File: config.mk
export PLATFORM = sky130hd
export DESIGN_NAME = pipe_ctrl
export DESIGN_NICKNAME = d
export VERILOG_FILES = /design/src/rtl/pipe_ctrl_pkg.sv /design/src/rtl/pipe_ctrl_mc_counter.sv /design/src/rtl/pipe_ctrl.sv
export SDC_FILE = /design/constraint.sdc
export NUM_CORES = 1
export LEC_CHECK = 0
export BUFFER_PORTS_ARGS = -buffer_cell sky130_fd_sc_hd__buf_2
export CAP_MARGIN = 20
export CORE_MARGIN = 2
export CORE_UTILIZATION = 37
export CTS_CLUSTER_DIAMETER = 60
export DETAILED_ROUTE_END_ITERATION = 16
export PLACE_DENSITY = 0.86
export SLEW_MARGIN = 10
export SYNTH_ARGS = -nofsm -noshare
export SYNTH_HDL_FRONTEND = slang
export SYNTH_SLANG_ARGS = --single-unit
File: constraint.sdc
create_clock -name clk -period 3.8 [get_ports clk]
set_input_delay 0.38 -clock clk [delete_from_list [all_inputs] [get_ports clk]]
set_output_delay 0.38 -clock clk [all_outputs]
set_load 0.02 [all_outputs]
File: src/rtl/pipe_ctrl_pkg.sv
// Shared definitions for the pipeline sequencing controller: stage indices,
// canonical stall vectors, FSM state encoding and default latency.
package pipe_ctrl_pkg;

  localparam int STG_PC  = 0;
  localparam int STG_IF  = 1;
  localparam int STG_ID  = 2;
  localparam int STG_EX  = 3;
  localparam int STG_MEM = 4;
  localparam int STG_WB  = 5;
  localparam int NUM_STG = 6;

  // Stall vectors are always contiguous from the PC stage upward.
  localparam logic [NUM_STG-1:0] STALL_NONE = 6'b000000;
  localparam logic [NUM_STG-1:0] STALL_ID   = 6'b000111;
  localparam logic [NUM_STG-1:0] STALL_EX   = 6'b001111;

  localparam int MC_CYCLES_DEF = 32;
  localparam int CNT_W_DEF     = 6;

  typedef enum logic [1:0] {
    ST_IDLE    = 2'd0,
    ST_MC_RUN  = 2'd1,
    ST_MC_DONE = 2'd2
  } state_e;

endpackage

File: src/rtl/pipe_ctrl_mc_counter.sv
// Multi-cycle-op latency counter: synchronous clear, load and decrement,
// with a terminal-count flag raised when the count reaches one.
module mc_counter #(
  parameter int CNT_W = 6
) (
  input  logic             clk,
  input  logic             rst,
  input  logic             clr_i,
  input  logic             load_i,
  input  logic             dec_i,
  input  logic [CNT_W-1:0] load_val_i,
  output logic             tc_o
);

  logic [CNT_W-1:0] cnt_q;
  logic [CNT_W-1:0] cnt_d;

  // Next count: clear beats load beats decrement.
  always_comb begin
    cnt_d = cnt_q;
    if (clr_i) begin
      cnt_d = '0;
    end else if (load_i) begin
      cnt_d = load_val_i;
    end else if (dec_i) begin
      cnt_d = cnt_q - CNT_W'(1);
    end
  end

  // Count register.
  always_ff @(posedge clk or posedge rst) begin
    if (rst) begin
      cnt_q <= '0;
    end else begin
      cnt_q <= cnt_d;
    end
  end

  assign tc_o = (cnt_q == CNT_W'(1));

endmodule

File: src/rtl/pipe_ctrl.sv
// Pipeline sequencing controller: merges load-use, multi-cycle EX and MEM
// flush requests into a per-stage stall vector, flush pulse and redirect PC.
// Build option PIPE_CTRL_STALL_CNT_EN adds a free-running stalled-cycle
// counter on stall_cycles; without it that port reads zero.
module pipe_ctrl
  import pipe_ctrl_pkg::*;
#(
  parameter int MC_CYCLES = MC_CYCLES_DEF,
  parameter int CNT_W     = CNT_W_DEF
) (
  input  logic        clk,
  input  logic        rst,
  input  logic        id_stallreq,
  input  logic        ex_mc_start,
  output logic        ex_mc_done,
  input  logic        flush_req,
  input  logic [31:0] flush_pc,
  output logic [5:0]  stall,
  output logic        flush,
  output logic [31:0] new_pc,
  output logic        busy,
  output logic [31:0] stall_cycles
);

  state_e state_q;
  state_e state_d;
  logic   cnt_clr;
  logic   cnt_load;
  logic   cnt_dec;
  logic   cnt_tc;

  mc_counter #(
    .CNT_W (CNT_W)
  ) u_mc_counter (
    .clk        (clk),
    .rst        (rst),
    .clr_i      (cnt_clr),
    .load_i     (cnt_load),
    .dec_i      (cnt_dec),
    .load_val_i (CNT_W'(MC_CYCLES - 1)),
    .tc_o       (cnt_tc)
  );

  // FSM state register.
  always_ff @(posedge clk or posedge rst) begin
    if (rst) begin
      state_q <= ST_IDLE;
    end else begin
      state_q <= state_d;
    end
  end

  // Next state, counter control and stall/flush outputs; flush wins over
  // the multi-cycle stall, which wins over load-use. Outputs are held at
  // their idle values while reset is asserted.
  always_comb begin
    state_d    = state_q;
    cnt_clr    = 1'b0;
    cnt_load   = 1'b0;
    cnt_dec    = 1'b0;
    stall      = STALL_NONE;
    flush      = 1'b0;
    new_pc     = '0;
    ex_mc_done = 1'b0;
    if (rst) begin
      state_d = ST_IDLE;
    end else if (flush_req) begin
      flush   = 1'b1;
      new_pc  = flush_pc;
      state_d = ST_IDLE;
      cnt_clr = 1'b1;
    end else begin
      unique case (state_q)
        ST_IDLE: begin
          if (ex_mc_start) begin
            stall    = STALL_EX;
            cnt_load = 1'b1;
            state_d  = ST_MC_RUN;
          end else if (id_stallreq) begin
            stall = STALL_ID;
          end
        end
        ST_MC_RUN: begin
          // id is already held by the EX stall, so load-use is moot here.
          stall = STALL_EX;
          if (cnt_tc) begin
            state_d = ST_MC_DONE;
          end else begin
            cnt_dec = 1'b1;
          end
        end
        ST_MC_DONE: begin
          // ex_mc_start is not looked at: it still reflects the departing op.
          ex_mc_done = 1'b1;
          if (id_stallreq) begin
            stall = STALL_ID;
          end
          state_d = ST_IDLE;
        end
        default: begin
          state_d = ST_IDLE;
        end
      endcase
    end
  end

  assign busy = (state_q != ST_IDLE);

`ifdef PIPE_CTRL_STALL_CNT_EN
  logic [31:0] stall_cnt_q;
  logic [31:0] stall_cnt_d;

  // Stalled-cycle count, wrapping modulo 2^32.
  always_comb begin
    stall_cnt_d = stall_cnt_q;
    if ((stall != STALL_NONE) && !flush) begin
      stall_cnt_d = stall_cnt_q + 32'd1;
    end
  end

  // Stalled-cycle register.
  always_ff @(posedge clk or posedge rst) begin
    if (rst) begin
      stall_cnt_q <= '0;
    end else begin
      stall_cnt_q <= stall_cnt_d;
    end
  end

  assign stall_cycles = stall_cnt_q;
`else
  assign stall_cycles = '0;
`endif

endmodule

==> results_dict.tcl, run 1 <==
set metrics [dict create \
    worst_hold_path_type "in -> async" \
    grt_antenna_before_repair 0 \
    final_util_pct 50.89 \
    grt_use_met3_pct 3.256 \
    synthDominantAreaCellType "sky130_fd_sc_hd__buf_4" \
    clk_latency_ns 0.26 \
    clk_root_buffer_cell "sky130_fd_sc_hd__clkbuf_4" \
    setup.reg_to_reg.worst_slack_ns 1.76 \
    shortest_period_the_worst_path_allows_ns 2.042 \
    layout-drive-gt1-share_pct 42.00 \
    placeableCoreArea_sq_mm 0.002522 \
    yosys.area.top_type_share_pct 27.89 \
    power_mw 0.3328 \
    finalSetupTns_ns 0 \
    synthDistinctLibCells 33 \
    syn_area_per_cell_sq_um 7.781 \
    worstSetupStartpointType "flip-flop" \
    leakagePower_nw 0.8146 \
    vias 1009 \
    power_density_mw_per_mm2 259.2 \
    fp.dieW_um 55.88 \
    worstPathArrival_ns 2.18 \
    layout.cells.most_common "sky130_fd_sc_hd__buf_2" \
    netlist_top_cells_area "sky130_fd_sc_hd__buf_4 28%, sky130_fd_sc_hd__and2_1 21%, sky130_fd_sc_hd__dfrtp_1 20%" \
    grt_pass1_wl_um 3456 \
    groute.usage.overall_pct 13.65 \
    drc_errors 0 \
    num_antenna_cells 0 \
    timing.final.crit_share_pct 53.75 \
    num-nets-final 241 \
    use_met1_pct 15.04 \
    drv_cap 0 \
    holdBufCountCts 0 \
    pin_count_of_the_biggest_net_entering_global_routing 39 \
    cts_buffers 3 \
    firstDrtPassIters 4 \
    finalMaxSlewViolations 0 \
    required_arrival_time_at_the_worst_endpoint_ns 3.94 \
    grt_remaining_overflow 0 \
    worst_slew_pin_slew_ns 0.8062 \
    routed_wl_um 2257 \
    hold_slack_ns 0.1092 \
    num_io_pins 110 \
    die-height_um 55.88 \
    grt_pass1_vias 838 \
    placement.io_buffers 75 \
    routed_via_density 4.387 \
    floorplan.rows 18 \
    max_freq_mhz 489.6 \
    synth-warning-count 0 \
    groute.layer.met2.usage_pct 24.15 \
    drt_first_iter_violations 19 \
    synth_seq_cells 8 \
    vdd_drop_max_v 0.0001170 \
    area.growth.synth_to_final_pct 28.89 \
    place_ws_ns 1.664 \
    floorplan.initialDensity_pct 39.48 \
    critical_path.max_fanout 7 \
    grt.busiest_layer "met2" \
    postLayoutSetupSlackWorst_ns 1.758 \
    routed_wire_length_per_instance_um 9.813 \
    layout.filler_cells 260 \
    gp_congestion 0.8617 \
    clock_sink_count 8 \
    htreeDepth 1 \
    clock_skew_ns 0.0008828 \
    relSlewSlack_pct 45.89 \
    postSynthCellCount 128 \
    mostFrequentLayoutCells "75 x sky130_fd_sc_hd__buf_2, 34 x sky130_fd_sc_hd__and2_1, 34 x sky130_fd_sc_hd__conb_1, 8 x sky130_fd_sc_hd__dfrtp_1, 6 x sky130_fd_sc_hd__nor2_1" \
    post_cts.repair.setup_buffers 0 \
    final-hold-violation-count 0 \
    fp.dieArea_sq_mm 0.003123 \
    cts_tree "built" \
    setup.worst_path.end_class "flip-flop" \
    clk_transition_reported_paths_ns 0.05 \
    ant_nets 0 \
    clockBufferDepth 2 \
    grt_setup_unrepaired "no" \
    report.final.setup_viol 0 \
    cts_resized 0 \
    worstSetupPathType "reg -> reg" \
    detailedPlacementHpwl_um 1854 \
    syn-cell-area_sq_um 996.0 \
    status "finished clean" \
    yosysSeqAreaShare_pct 20.10 \
]
==> sequential cells by signal, indices dropped and copies added (netlist names) <==
register and count:
state_q 2, u_mc_counter.cnt_q 6
==> cell usage after synthesis <==
library cell,instances
sky130_fd_sc_hd__a41oi_1,1
sky130_fd_sc_hd__a21oi_2,1
sky130_fd_sc_hd__nor3b_1,1
sky130_fd_sc_hd__or4b_1,1
sky130_fd_sc_hd__and3_2,1
sky130_fd_sc_hd__nor3_1,2
sky130_fd_sc_hd__or4_1,1
sky130_fd_sc_hd__a21boi_1,1
sky130_fd_sc_hd__xnor2_1,1
sky130_fd_sc_hd__nor2b_1,1
sky130_fd_sc_hd__nor2_1,6
sky130_fd_sc_hd__o21bai_1,1
sky130_fd_sc_hd__buf_4,37
sky130_fd_sc_hd__nand3_1,1
sky130_fd_sc_hd__a221oi_1,1
sky130_fd_sc_hd__conb_1,1
sky130_fd_sc_hd__a211o_1,1
sky130_fd_sc_hd__and2_1,34
sky130_fd_sc_hd__dfrtp_1,8
sky130_fd_sc_hd__or2b_1,1
sky130_fd_sc_hd__o311a_2,1
sky130_fd_sc_hd__or2_2,1
sky130_fd_sc_hd__a311oi_1,2
sky130_fd_sc_hd__a22o_1,1
sky130_fd_sc_hd__ha_1,2
sky130_fd_sc_hd__inv_1,5
sky130_fd_sc_hd__a21oi_1,1
sky130_fd_sc_hd__clkbuf_1,3
sky130_fd_sc_hd__or3_1,3
sky130_fd_sc_hd__nand3b_1,1
sky130_fd_sc_hd__o21a_1,1
sky130_fd_sc_hd__and3_1,1
sky130_fd_sc_hd__nand2_1,4
==> cell families (layout without fill, tap and decap cells) <==
logic type / Yosys count / count (layout) / share of synthesized area (%)
AND/OR/NAND/NOR: 59 / 59 / 35.18
buffers and inverters: 45 / 84 / 30.91
AO/OA/AOI/OAI: 12 / 12 / 10.05
flip-flops: 8 / 8 / 20.10
adder cells (fa/ha/maj): 2 / 2 / 2.512
other: 1 / 34 / 0.3765
XOR/XNOR: 1 / 1 / 0.8796
==> final timing paths <==
| kind | to | cells after the start | from |
|---|---|---|---|
| min | state_q[1] | 2 | rst |
| min in group clk | state_q[1] | 3 | flush_req |
| min reg2reg | u_mc_counter.cnt_q[5] | 2 | u_mc_counter.cnt_q[5] |
| max in group asynchronous | u_mc_counter.cnt_q[3] | 2 | rst |
| max | u_mc_counter.cnt_q[3] | 5 | u_mc_counter.cnt_q[0] |
| max reg2reg | u_mc_counter.cnt_q[3] | 5 | u_mc_counter.cnt_q[0] |
==> worst max-delay path, cell delays in order, from the launching register on <==
cell and delay (ns):
sky130_fd_sc_hd__dfrtp_1 0.43, sky130_fd_sc_hd__ha_1 0.24, sky130_fd_sc_hd__and2_1 0.13, sky130_fd_sc_hd__a311oi_1 0.69
sky130_fd_sc_hd__nor2_1 0.12, sky130_fd_sc_hd__a211o_1 0.32
==> metrics by stage <==
step	instance area [sq um]	instances
global route	1284	230
CTS	1269	229
global placement	1246	226
floorplan	1120	161
finish	1284	230
detailed placement	1246	226
==> power breakdown <==
part	internal, mW	total, mW	switching (mW)
logic	0.0586	0.157	0.0985
registers	0.0961	0.110	0.0139
clock network	0.0362	0.0657	0.0296
==> cell type report <==
class | count | area [sq um] | share of cell area (%)
Clock buffer | 3 | 22.52 | 1.754
Inverter | 5 | 18.77 | 1.462
Multi-Input combinational cell | 108 | 614.3 | 47.86
Sequential cell | 8 | 200.2 | 15.59
Tap cell | 30 | 37.54 | 2.924
Timing Repair Buffer | 76 | 390.4 | 30.41
==> per-layer routing <==
metal | vias to the layer above | share of wire (%)
met5 | - | 0
li1 | 492 | -
met4 | 0 | 2.0
met2 | 66 | 49
met1 | 446 | 37
met3 | 5 | 11
No activity file was read; power rests on OpenSTA's default activity.
==> run 2: changes to the inputs <==
CORE_UTILIZATION = 31   (was 37)
PLACE_DENSITY = 0.77   (was 0.86)
clock period = 1.8 ns   (was 3.8 ns; I/O delays follow)
==> results_dict.tcl, run 2 (synthesis results as in run 1) <==
set metrics [dict create \
    mostFrequentLayoutCells "75 x sky130_fd_sc_hd__buf_2, 34 x sky130_fd_sc_hd__and2_1, 34 x sky130_fd_sc_hd__conb_1, 10 x sky130_fd_sc_hd__buf_4, 8 x sky130_fd_sc_hd__dfrtp_1" \
    power_density_mw_per_mm2 534.1 \
    firstDrtPassIters 4 \
    setup.worst_path.end_class "flip-flop" \
    holdBufCountCts 0 \
    required_arrival_time_at_the_worst_endpoint_ns 1.98 \
    htreeDepth 1 \
    max_freq_mhz 557.0 \
    routed_wire_length_per_instance_um 9.701 \
    area.growth.synth_to_final_pct 40.83 \
    grt_remaining_overflow 0 \
    report.final.setup_viol 0 \
    cpMostUsedCell "sky130_fd_sc_hd__or3_1" \
    worstPathArrival_ns 1.98 \
    final_design_area_no_fill_sq_mm 0.001403 \
    num-nets-final 251 \
    crit_path_top_delay_cell "sky130_fd_sc_hd__or4b_4" \
    grt_pass1_vias 779 \
    timing.final.crit_share_pct 99.73 \
    clock_skew_ns 0.003994 \
    clock_sink_count 8 \
    clk_latency_ns 0.25 \
    instances_no_fill 254 \
    num_io_pins 110 \
    shortest_period_the_worst_path_allows_ns 1.795 \
    final-hold-violation-count 0 \
    vias 1011 \
    pin_count_of_the_biggest_net_entering_global_routing 33 \
    worst_hold_path_type "in -> async" \
    cts_buffers 3 \
    grt_setup_unrepaired "yes" \
    placeableCoreArea_sq_mm 0.003053 \
    place_ws_ns -0.01186 \
    floorplan.rows 20 \
    cts_tree "built" \
    fp.dieW_um 60.68 \
    finalMaxSlewViolations 0 \
    worstPathCellList "or4b_4, or3_1, or3_1, a21oi_2" \
    vdd_drop_max_v 0.0002937 \
    fp.dieArea_sq_mm 0.003682 \
    largest_reg_flops 6 \
    gp_congestion 0.7938 \
    leakagePower_nw 0.8709 \
    placed_area_sq_mm 0.001336 \
    clk_transition_reported_paths_ns 0.05 \
    clk_root_buffer_cell "sky130_fd_sc_hd__clkbuf_4" \
    layout.cells.most_common "sky130_fd_sc_hd__buf_2" \
    hold_slack_ns 0.03074 \
    groute.usage.overall_pct 12.60 \
    power_mw 0.7492 \
    num_antenna_cells 0 \
    placement.io_buffers 75 \
    detailedPlacementHpwl_um 2028 \
    status "finished clean" \
    critPathMaxStageDelay_ns 0.50 \
    grt_pass1_wl_um 3470 \
    clockBufferDepth 2 \
    drv_cap 0 \
    worstSetupPathType "reg -> reg" \
    grt_antenna_before_repair 0 \
    ant_nets 0 \
    floorplan.initialDensity_pct 32.62 \
    placed_insts 248 \
    largest-register "u_mc_counter.cnt_q" \
    die-height_um 60.68 \
    drc_errors 0 \
    drt_first_iter_violations 11 \
    top_regs "u_mc_counter.cnt_q: 6 flops, state_q: 2 flops" \
    routed_wl_um 2464 \
    critical_path.max_fanout 4 \
    postLayoutSetupSlackWorst_ns 0.004793 \
    layout-drive-gt1-share_pct 47.14 \
    worstSetupStartpointType "flip-flop" \
    routed_via_density 3.980 \
]
==> run 2: worst max-delay path, delay by kind of cell (launching register included) <==
| family | cells | cell delay [ns] |
|---|---|---|
| compound gates | 1 | 0.13 |
| flops | 1 | 0.40 |
| simple gates | 3 | 1.20 |
==> run 2: area by class of cell <==
| class | instances | area, sq um |
|---|---|---|
| sequential | 8 | 200.2 |
| tap | 44 | 55.05 |
| inverter | 5 | 18.77 |
| fill | 328 | 1650 |
| clock buffer | 3 | 22.52 |
| multi-input combinational | 108 | 635.6 |
| timing repair buffer | 86 | 470.5 |
==> run 2: final timing paths <==
path / slack (ns) / depth (start not counted) / startpoint / to
worst max register to register: 0.005 / 4 / state_q[1] / u_mc_counter.cnt_q[5]
worst min register to register: 0.55 / 2 / u_mc_counter.cnt_q[5] / u_mc_counter.cnt_q[5]
worst max-delay path: 0.005 / 4 / state_q[1] / u_mc_counter.cnt_q[5]
worst min-delay path: 0.03 / 3 / rst / state_q[1]
min in group clk: 0.22 / 3 / rst / state_q[1]
max in group asynchronous: 1.53 / 3 / rst / u_mc_counter.cnt_q[2]
==> run 2: per-layer routing <==
metal	up-vias	global-route usage, %	part of all wire (%)
li1	510	-	-
met1	441	16.19	39
met2	58	19.97	50
met3	2	4.478	10
met4	0	3.727	0.89
met5	-	0	0
==> run 2: repair_timing <==
action,CTS,global route
endpoints found under the setup margin,1,7
buffers inserted,0,3
pin swaps,1,1
resized for setup,2,3
==> run 2: metrics by stage <==
stage          util, %   TNS, ns
6_report         45.94         0
4_1_cts          44.75         0
3_3_place_gp     43.77         0
3_5_place_dp     43.77  -0.01186
2_1_floorplan        -         0
5_1_grt          45.94  -0.03644
==> run 2: report_power, final <==
| group | internal (mW) | switching (mW) |
|---|---|---|
| sequential | 0.203 | 0.0183 |
| clock | 0.0760 | 0.0571 |
| combinational | 0.162 | 0.233 |
| total | 0.441 | 0.308 |
==> run 3: changes to the inputs <==
CORE_UTILIZATION = 37   (was 31)
PLACE_DENSITY = 0.86   (was 0.77)
clock period = 2.3 ns   (was 1.8 ns; I/O delays follow)
==> results_dict.tcl, run 3 (synthesis results as in run 1) <==
set metrics [dict create \
    netSwitchingFraction_pct 42.74 \
    setup.reg_to_reg.worst_slack_ns 0.44 \
    fp.dieArea_sq_mm 0.003123 \
    detailedPlacementHpwl_um 1844 \
    report.final.setup_viol 0 \
    floorplan.rows 18 \
    area.growth.synth_to_final_pct 29.90 \
    timing.final.crit_share_pct 89.91 \
    timing.critical_path.to "u_mc_counter.cnt_q[5]" \
    clk_latency_ns 0.26 \
    finalMaxSlewViolations 0 \
    required_arrival_time_at_the_worst_endpoint_ns 2.49 \
    area.sequential_sq_um 200.2 \
    final_design_area_no_fill_sq_mm 0.001294 \
    worst_hold_path_type "in -> reg" \
    power_mw 0.5528 \
    routed_via_density 4.276 \
    routed_wire_length_per_instance_um 9.741 \
    startpoint "rst" \
    gp_congestion 0.8031 \
    routed_wl_um 2260 \
    clk_root_buffer_cell "sky130_fd_sc_hd__clkbuf_4" \
    htreeDepth 1 \
    status "finished clean" \
    final-hold-violation-count 0 \
    clk_transition_reported_paths_ns 0.06 \
    clockBufferDepth 2 \
    layout-drive-gt1-share_pct 42.08 \
    top_regs "u_mc_counter.cnt_q: 6 flops, state_q: 2 flops" \
    floorplan.initialDensity_pct 39.48 \
    cts_buffers 3 \
    setup.worst_path.end_class "flip-flop" \
    power.combinational.fraction_pct 47.2 \
    intPower_mw 0.3165 \
    drc_errors 0 \
    pin_count_of_the_biggest_net_entering_global_routing 37 \
    worstSetupStartpointType "input port" \
    worstPathArrival_ns 2.26 \
    grt_antenna_before_repair 0 \
    shortest_period_the_worst_path_allows_ns 2.068 \
    p_sw_mw 0.2363 \
    critical_path.max_fanout 6 \
    placeableCoreArea_sq_mm 0.002522 \
    num_io_pins 110 \
    mostFrequentLayoutCells "75 x sky130_fd_sc_hd__buf_2, 34 x sky130_fd_sc_hd__and2_1, 34 x sky130_fd_sc_hd__conb_1, 8 x sky130_fd_sc_hd__dfrtp_1, 6 x sky130_fd_sc_hd__nor2_1" \
    leakagePower_nw 0.8217 \
    power.sequential.fraction_pct 32.7 \
    power_density_mw_per_mm2 427.3 \
    worstSetupPathType "in -> reg" \
    place_ws_ns 0.4445 \
    clock_sink_count 8 \
    worst-r2r-cell-count 4 \
    largest_reg_flops 6 \
    clock_skew_ns 0.003514 \
    grt_remaining_overflow 0 \
    firstDrtPassIters 4 \
    postLayoutSetupSlackWorst_ns 0.2321 \
    vias 992 \
    cts_tree "built" \
    drv_cap 0 \
    largest-register "u_mc_counter.cnt_q" \
    drt_first_iter_violations 21 \
    num-nets-final 243 \
    placement.io_buffers 75 \
    layout.filler_cells 262 \
    instances_no_fill 232 \
    vdd_drop_max_v 0.0002370 \
    ant_nets 0 \
    layout.cells.most_common "sky130_fd_sc_hd__buf_2" \
    placed_area_sq_mm 0.001261 \
    grt_pass1_wl_um 3305 \
    multi_input_area_sq_um 614.3 \
    grt_pass1_vias 760 \
    regToRegEndpoint "u_mc_counter.cnt_q[5]" \
    groute.usage.overall_pct 13.23 \
    num_antenna_cells 0 \
    cts_resized 0 \
    die-height_um 55.88 \
    clock_power_share_pct 20.1 \
    fp.dieW_um 55.88 \
    max_freq_mhz 483.6 \
    placed_insts 228 \
    finalSetupTns_ns 0 \
    reg2reg_from "u_mc_counter.cnt_q[2]" \
    grt_setup_unrepaired "no" \
]
## run 3: cell types whose count changed in the layout (fill, tap and decap cells not counted), sizes merged
cell         before  now
buf              86   77
dlygate4sd3       0    1
## run 3: power by group through the flow
stage	clock (mW)	sequential [mW]	combinational, mW
2_1_floorplan	0	0.178	0.235
3_3_place_gp	0	0.181	0.256
3_5_place_dp	0	0.183	0.259
4_1_cts	0.117	0.180	0.261
5_1_grt	0.125	0.184	0.288
6_report	0.111	0.181	0.261
## run 3: worst min path at each step
stage | to | start | depth (start not counted) | slack, ns
5_1_grt | state_q[1] | flush_req | 3 | 0.29
3_5_place_dp | state_q[1] | rst | 2 | 0.24
6_report | state_q[1] | flush_req | 3 | 0.28
4_1_cts | state_q[1] | flush_req | 3 | 0.27
2_1_floorplan | state_q[0] | rst | 1 | 0.05
3_3_place_gp | state_q[1] | rst | 2 | 0.24
## run 3: worst max-delay path, cell delays in order
cell and delay [ns]:
sky130_fd_sc_hd__dlygate4sd3_1 0.53, sky130_fd_sc_hd__buf_2 0.16, sky130_fd_sc_hd__or4b_1 0.55, sky130_fd_sc_hd__or3_1 0.34, sky130_fd_sc_hd__or3_1 0.33, sky130_fd_sc_hd__a21oi_2 0.13
## run 3: metal layers
layer	track usage, %	vias up	routed length (um)
met5	0	-	0
met4	4.082	0	23
li1	-	491	-
met3	4.884	4	279
met1	14.37	434	843
met2	23.81	63	1114
## run 3: layout make-up
cell class	instances	area share (%)
sequential	8	15.47
inverter	5	1.451
tap	30	2.901
clock buffer	3	1.741
timing repair buffer	78	30.95
multi-input combinational	108	47.49
## run 3: repair_timing
action,in CTS,in global routing
endpoints found under the setup margin,0,0
hold buffers,1,0
buffers inserted,0,0
hold endpoints to repair,8,0
## run 3: stage by stage
stage | hold slack [ns] | utilization [%]
final | 0.2821 | 51.29
after global routing | 0.2903 | 51.29
after CTS | 0.2715 | 51.29
after detailed placement | 0.2430 | 50.00
after global placement | 0.2403 | 50.00
after floorplan | 0.04566 | -
